===== config.mk =====
export PLATFORM = sky130hd
export DESIGN_NAME = aes128_inv_round
export DESIGN_NICKNAME = d
export VERILOG_FILES = /design/src/rtl/aes128_pkg.sv /design/src/rtl/aes128_rijndael_inv_sbox.sv /design/src/rtl/aes128_inv_round.sv
export SDC_FILE = /design/constraint.sdc
export NUM_CORES = 1
export LEC_CHECK = 0
export ABC_AREA = 1
export ABC_CLOCK_PERIOD_IN_PS = 3720
export CAP_MARGIN = 10
export CORE_MARGIN = 4
export CORE_UTILIZATION = 50
export CTS_BUF_LIST = sky130_fd_sc_hd__clkbuf_16
export CTS_CLUSTER_DIAMETER = 150
export CTS_CLUSTER_SIZE = 24
export DETAILED_ROUTE_END_ITERATION = 10
export GPL_TIMING_DRIVEN = 0
export PLACE_DENSITY = 0.77
export SYNTH_ARGS = -nofsm -noshare
export SYNTH_HDL_FRONTEND = slang
export SYNTH_HIERARCHICAL = 1
export SYNTH_SLANG_ARGS = --single-unit

===== constraint.sdc =====
create_clock -name clk -period 3.72 [get_ports clk]
set_input_delay 0.372 -clock clk [delete_from_list [all_inputs] [get_ports clk]]
set_output_delay 0.372 -clock clk [all_outputs]
set_load 0.1 [all_outputs]

===== src/rtl/aes128_pkg.sv =====
// Shared AES-128 decryption helpers: byte/state types, inverse-round FSM states,
// GF(2^8) constant multiplies, InvShiftRows and InvMixColumns.
package aes128_pkg;

    typedef logic [7:0] aes_byte_t;

    // Byte k of a state sits at element 15-k, so the packed vector reads MSB-first.
    typedef logic [15:0][7:0] aes_state_t;

    typedef enum logic [1:0] {
        IDLE,
        SUB,
        MIX,
        DONE
    } inv_round_state_t;

    function automatic aes_byte_t xtime(input aes_byte_t b);
        return {b[6:0], 1'b0} ^ (b[7] ? 8'h1b : 8'h00);
    endfunction

    function automatic aes_byte_t gf_mul09(input aes_byte_t b);
        return xtime(xtime(xtime(b))) ^ b;
    endfunction

    function automatic aes_byte_t gf_mul0b(input aes_byte_t b);
        return xtime(xtime(xtime(b))) ^ xtime(b) ^ b;
    endfunction

    function automatic aes_byte_t gf_mul0d(input aes_byte_t b);
        return xtime(xtime(xtime(b))) ^ xtime(xtime(b)) ^ b;
    endfunction

    function automatic aes_byte_t gf_mul0e(input aes_byte_t b);
        return xtime(xtime(xtime(b))) ^ xtime(xtime(b)) ^ xtime(b);
    endfunction

    // Row r rotates right by r: output (r,c) takes input (r,(c-r) mod 4).
    function automatic aes_state_t inv_shift_rows(input aes_state_t s);
        aes_state_t o;
        o = s;
        for (int r = 0; r < 4; r++) begin
            for (int c = 0; c < 4; c++) begin
                o[4'(15 - (r + 4 * c))] = s[4'(15 - (r + 4 * ((c - r + 4) % 4)))];
            end
        end
        return o;
    endfunction

    function automatic aes_state_t inv_mix_columns(input aes_state_t s);
        aes_state_t o;
        aes_byte_t  a0, a1, a2, a3;
        o = s;
        for (int c = 0; c < 4; c++) begin
            a0 = s[4'(15 - 4 * c)];
            a1 = s[4'(14 - 4 * c)];
            a2 = s[4'(13 - 4 * c)];
            a3 = s[4'(12 - 4 * c)];
            o[4'(15 - 4 * c)] = gf_mul0e(a0) ^ gf_mul0b(a1) ^ gf_mul0d(a2) ^ gf_mul09(a3);
            o[4'(14 - 4 * c)] = gf_mul09(a0) ^ gf_mul0e(a1) ^ gf_mul0b(a2) ^ gf_mul0d(a3);
            o[4'(13 - 4 * c)] = gf_mul0d(a0) ^ gf_mul09(a1) ^ gf_mul0e(a2) ^ gf_mul0b(a3);
            o[4'(12 - 4 * c)] = gf_mul0b(a0) ^ gf_mul0d(a1) ^ gf_mul09(a2) ^ gf_mul0e(a3);
        end
        return o;
    endfunction

endpackage


===== src/rtl/aes128_rijndael_inv_sbox.sv =====
// Combinational Rijndael inverse S-box: full 256-entry lookup, byte in, byte out.
module aes128_rijndael_inv_sbox
    import aes128_pkg::*;
(
    input  logic [7:0] in_byte,
    output logic [7:0] out_byte
);

    localparam aes_byte_t INV_SBOX [256] = '{
        8'h52, 8'h09, 8'h6a, 8'hd5, 8'h30, 8'h36, 8'ha5, 8'h38, 8'hbf, 8'h40, 8'ha3, 8'h9e, 8'h81, 8'hf3, 8'hd7, 8'hfb,
        8'h7c, 8'he3, 8'h39, 8'h82, 8'h9b, 8'h2f, 8'hff, 8'h87, 8'h34, 8'h8e, 8'h43, 8'h44, 8'hc4, 8'hde, 8'he9, 8'hcb,
        8'h54, 8'h7b, 8'h94, 8'h32, 8'ha6, 8'hc2, 8'h23, 8'h3d, 8'hee, 8'h4c, 8'h95, 8'h0b, 8'h42, 8'hfa, 8'hc3, 8'h4e,
        8'h08, 8'h2e, 8'ha1, 8'h66, 8'h28, 8'hd9, 8'h24, 8'hb2, 8'h76, 8'h5b, 8'ha2, 8'h49, 8'h6d, 8'h8b, 8'hd1, 8'h25,
        8'h72, 8'hf8, 8'hf6, 8'h64, 8'h86, 8'h68, 8'h98, 8'h16, 8'hd4, 8'ha4, 8'h5c, 8'hcc, 8'h5d, 8'h65, 8'hb6, 8'h92,
        8'h6c, 8'h70, 8'h48, 8'h50, 8'hfd, 8'hed, 8'hb9, 8'hda, 8'h5e, 8'h15, 8'h46, 8'h57, 8'ha7, 8'h8d, 8'h9d, 8'h84,
        8'h90, 8'hd8, 8'hab, 8'h00, 8'h8c, 8'hbc, 8'hd3, 8'h0a, 8'hf7, 8'he4, 8'h58, 8'h05, 8'hb8, 8'hb3, 8'h45, 8'h06,
        8'hd0, 8'h2c, 8'h1e, 8'h8f, 8'hca, 8'h3f, 8'h0f, 8'h02, 8'hc1, 8'haf, 8'hbd, 8'h03, 8'h01, 8'h13, 8'h8a, 8'h6b,
        8'h3a, 8'h91, 8'h11, 8'h41, 8'h4f, 8'h67, 8'hdc, 8'hea, 8'h97, 8'hf2, 8'hcf, 8'hce, 8'hf0, 8'hb4, 8'he6, 8'h73,
        8'h96, 8'hac, 8'h74, 8'h22, 8'he7, 8'had, 8'h35, 8'h85, 8'he2, 8'hf9, 8'h37, 8'he8, 8'h1c, 8'h75, 8'hdf, 8'h6e,
        8'h47, 8'hf1, 8'h1a, 8'h71, 8'h1d, 8'h29, 8'hc5, 8'h89, 8'h6f, 8'hb7, 8'h62, 8'h0e, 8'haa, 8'h18, 8'hbe, 8'h1b,
        8'hfc, 8'h56, 8'h3e, 8'h4b, 8'hc6, 8'hd2, 8'h79, 8'h20, 8'h9a, 8'hdb, 8'hc0, 8'hfe, 8'h78, 8'hcd, 8'h5a, 8'hf4,
        8'h1f, 8'hdd, 8'ha8, 8'h33, 8'h88, 8'h07, 8'hc7, 8'h31, 8'hb1, 8'h12, 8'h10, 8'h59, 8'h27, 8'h80, 8'hec, 8'h5f,
        8'h60, 8'h51, 8'h7f, 8'ha9, 8'h19, 8'hb5, 8'h4a, 8'h0d, 8'h2d, 8'he5, 8'h7a, 8'h9f, 8'h93, 8'hc9, 8'h9c, 8'hef,
        8'ha0, 8'he0, 8'h3b, 8'h4d, 8'hae, 8'h2a, 8'hf5, 8'hb0, 8'hc8, 8'heb, 8'hbb, 8'h3c, 8'h83, 8'h53, 8'h99, 8'h61,
        8'h17, 8'h2b, 8'h04, 8'h7e, 8'hba, 8'h77, 8'hd6, 8'h26, 8'he1, 8'h69, 8'h14, 8'h63, 8'h55, 8'h21, 8'h0c, 8'h7d
    };

    always_comb begin
        out_byte = INV_SBOX[in_byte];
    end

endmodule


===== src/rtl/aes128_inv_round.sv =====
// One AES-128 inverse round, S-box shared across bytes over several SUB cycles.
// Define AES128_INV_ROUND_PAR4_EN for four S-boxes (one column per cycle).
module aes128_inv_round
    import aes128_pkg::*;
(
    input  logic         clk,
    input  logic         rst_n,
    input  logic         start_i,
    input  logic [127:0] state_i,
    input  logic [127:0] round_key_i,
    input  logic         last_i,
    output logic         busy_o,
    output logic         done_o,
    output logic [127:0] state_o
);

`ifdef AES128_INV_ROUND_PAR4_EN
    localparam int LANES = 4;
    localparam int CNT_W = 2;
`else
    localparam int LANES = 1;
    localparam int CNT_W = 4;
`endif

    inv_round_state_t state_q, state_d;
    logic [CNT_W-1:0] cnt_q;
    aes_state_t       work_q, work_sub, key_q, mixed;
    logic             last_q;
    logic             last_group;
    aes_byte_t        sbox_in  [LANES];
    aes_byte_t        sbox_out [LANES];
    logic [3:0]       lane_idx [LANES];

    assign last_group = (cnt_q == {CNT_W{1'b1}});

    always_ff @(posedge clk) begin
        if (!rst_n) begin
            state_q <= IDLE;
        end else begin
            state_q <= state_d;
        end
    end

    always_comb begin
        state_d = state_q;
        case (state_q)
            IDLE:    if (start_i) state_d = SUB;
            SUB:     if (last_group) state_d = MIX;
            MIX:     state_d = DONE;
            DONE:    state_d = IDLE;
            default: state_d = IDLE;
        endcase
    end

    always_comb begin
        busy_o = (state_q != IDLE);
        done_o = (state_q == DONE);
    end

    // Each lane handles one byte of the current group, groups taken in ascending order.
    for (genvar l = 0; l < LANES; l++) begin : g_lane
`ifdef AES128_INV_ROUND_PAR4_EN
        assign lane_idx[l] = {cnt_q, 2'(l)};
`else
        assign lane_idx[l] = cnt_q;
`endif
        assign sbox_in[l] = work_q[4'd15 - lane_idx[l]];

        aes128_rijndael_inv_sbox u_inv_sbox (
            .in_byte  (sbox_in[l]),
            .out_byte (sbox_out[l])
        );
    end

    always_comb begin
        work_sub = work_q;
        for (int l = 0; l < LANES; l++) begin
            work_sub[4'd15 - lane_idx[l]] = sbox_out[l];
        end
    end

    always_comb begin
        mixed = work_q ^ key_q;
        if (!last_q) begin
            mixed = inv_mix_columns(mixed);
        end
    end

    // The counter wraps to zero naturally as the final group is written.
    always_ff @(posedge clk) begin
        if (!rst_n) begin
            work_q  <= '0;
            key_q   <= '0;
            last_q  <= 1'b0;
            cnt_q   <= '0;
            state_o <= '0;
        end else begin
            case (state_q)
                IDLE: begin
                    if (start_i) begin
                        work_q <= inv_shift_rows(state_i);
                        key_q  <= round_key_i;
                        last_q <= last_i;
                        cnt_q  <= '0;
                    end
                end
                SUB: begin
                    work_q <= work_sub;
                    cnt_q  <= cnt_q + CNT_W'(1);
                end
                MIX: begin
                    state_o <= mixed;
                end
                default: begin
                end
            endcase
        end
    end

endmodule


==> impl_metrics.tcl <==
set metrics [dict create \
    cts-root-buf "clkbuf_16" \
    rows 87 \
    grt_max_degree 25 \
    portBuffers 357 \
    period_minus_slack_ns 3.81 \
    synth_compound_area_frac 0.155 \
    fill_cells 5384 \
    finalSetupViolCount 50 \
    max-cap-violations 0 \
    synth_edf_count 0 \
    pre_cts_slack_ns -2.71 \
    dr.first_iter.drc_count 5389 \
    drive_gt1_frac 0.0969 \
    die_h_um 247 \
    syn_inst 4592 \
    ys_ff_latch 391 \
    whs_ns 0.386 \
    final_util 0.629 \
    worst_setup_path_start_kind "flop" \
    required_ns 4.21 \
    hold_buffers 0 \
    fin_skew_ns 0.0514 \
    hold_violations 0 \
    first_pass_iters 9 \
    synth_top_family_by_area "simple AND/OR/NAND/NOR gates" \
    routabilityCongestion 1.13 \
    synth_cell_types 44 \
    core_region_area_um2 56400 \
    outcome "complete, but fails checks" \
    antenna_found_initial 15 \
    wl_per_cell_um 23.9 \
    ys.flop_type "dfxtp_1" \
    synth_fa_ha_area_frac 0.0123 \
    cts_tree "built" \
    stdcell_area_um2 35500 \
    ys_seq_area_frac 0.275 \
    crit_type "flop to flop" \
    htreeDepth 1 \
    yosys.area_share.simple 0.365 \
    syn_to_final_growth_pct 24.7 \
    yosys_warnings 6 \
    finalMaxSlewViolations 0 \
    grt.total_usage 0.427 \
    die_w_um 247 \
    fin_nets 5310 \
    syn_area_um2 28500 \
    postSynthAreaPerCell_um2 6.20 \
    muxShareOfSynthArea 0 \
    start_util 0.505 \
    cts_buffer_depth 3 \
    pin_count 390 \
    endpoint_kind "flop" \
    maxSlewHeadroom 0.130 \
    dieArea_um2 60800 \
    rr_worst_depth 20 \
    postRouteAntennaNets 0 \
    worst_slew_pin_slew_ns 1.31 \
    cp_data_arrival_time_ns 4.29 \
    vias 34800 \
    vias_per_cell 6.02 \
    placed_area_um2 33000 \
    mostFrequentLayoutCell "nand2_1" \
    cp_max_fo 10 \
    failed_checks "setup timing" \
    clk_pin_slew_worst_paths_ns 0.11 \
    clock_sinks 391 \
    post-dp-hpwl_um 106000 \
    synth_xor_area_frac 0.115 \
    drc 0 \
    insertion_delay_ns 0.61 \
    async_reset_ff_frac 0 \
    wl_um 138000 \
    fmax_ghz 0.263 \
    grt_pass1_wl_um 197000 \
    holdCritPathClass "primary input to flop" \
    cts_buffers 20 \
    setup_ws_ns -0.0873 \
    syn_nets 4880 \
    rsz0062_at_grt "true" \
    fin_crit_sh 1.02 \
    grt_overflow 0 \
    grt_pass1_vias 31000 \
    holdPathStages 3 \
    final_cell_mix "nand2_1, nor2_1, nand3_1, o21ai_0, dfxtp_1" \
]
-- cell type report --
class	count	area [µm²]	share of cell area
multi-input combinational	3649	19300	0.543
buffer	212	1410	0.0397
clock buffer	20	500	0.0141
sequential	391	7840	0.221
antenna	5	12.5	0.000353
tap	756	946	0.0267
timing repair buffer	410	4130	0.116
clock inverter	4	53.8	0.00152
inverter	338	1340	0.0377
-- cell families after synthesis --
family,after synthesis
xor gates and xnor gates,347
AOI/OAI and AO/OA,797
DFF,391
buffers and inverters,552
and+or+nand+nor,2477
adders and majority gates,28
-- stage by stage --
step	cells	setup TNS (ns)
after global placement	5705	-291.27
after CTS	5761	0
after floorplan	4592	0
final	5785	-1.80
after global routing	5782	-5.09
after detailed placement	5705	-293.35
-- final timing paths --
path / startpoint / endpoint / slack (ns)
worst max-delay path: cnt_q[0]$_SDFFE_PN0P_ / work_q[111]$_SDFFE_PN0P_ / -0.09
worst min register to register: state_o[13]$_SDFFE_PN0P_ / state_o[13]$_SDFFE_PN0P_ / 0.47
worst max register to register: cnt_q[0]$_SDFFE_PN0P_ / work_q[111]$_SDFFE_PN0P_ / -0.09
worst min-delay path: round_key_i[118] / key_q[118]$_SDFFE_PN0P_ / 0.39
-- sequential cells by signal, summed over array words and instances, names as in the netlist --
name and cells:
cnt_q 4, key_q 128, last_q 1, state_o 128, state_q 2, work_q 128
-- critical path, stage by stage, from the launching register on --
cell       delay, ns
dfxtp_4         0.41
inv_4           0.05
buf_12          0.14
clkbuf_16       0.16
o21ai_2         0.13
o21ai_1         0.09
nand2_1         0.14
nand4_1         0.42
buf_6           0.32
buf_4           0.21
nand2_1         0.13
nand3_1         0.20
nand3_1         0.19
nand3_1         0.15
nand3_1         0.11
nand2_1         0.11
nand2_2         0.12
inv_4           0.06
buf_4           0.16
a221oi_1        0.28
nor2_1          0.07
-- synthesized netlist by cell type, types with 14 or more instances --
cell | number | area share
inv_1 | 310 | 0.041
a211oi_1 | 18 | 0.0047
clkbuf_1 | 137 | 0.018
buf_1 | 25 | 0.0033
nand2_2 | 67 | 0.015
a22oi_1 | 52 | 0.014
nand3_1 | 500 | 0.088
ha_1 | 28 | 0.012
buf_2 | 34 | 0.0060
xnor2_2 | 15 | 0.0086
o22ai_1 | 21 | 0.0046
xnor2_1 | 85 | 0.026
o21ai_0 | 424 | 0.075
dfxtp_1 | 391 | 0.27
inv_2 | 18 | 0.0024
a221oi_1 | 43 | 0.013
xor2_1 | 233 | 0.072
nand4_1 | 14 | 0.0031
nand2_1 | 1351 | 0.18
nor2_1 | 486 | 0.064
buf_4 | 14 | 0.0037
a21oi_1 | 208 | 0.037
-- metal layers --
metal	global-route usage	routed length [µm]
met1	0.547	51400
met4	0.238	10600
met5	0	135
met2	0.653	57200
met3	0.113	19000
-- timing repair --
item                       CTS  global route
pin swaps                   12            42
buffers inserted            32            15
cloned                       1             5
setup endpoints to repair  128           127
hold endpoints to repair     0             0
gates resized for setup    153           273
Power is left out: the tool's default activity adds up to more than one toggle a clock period on the data nets, which glitch-free logic cannot reach.
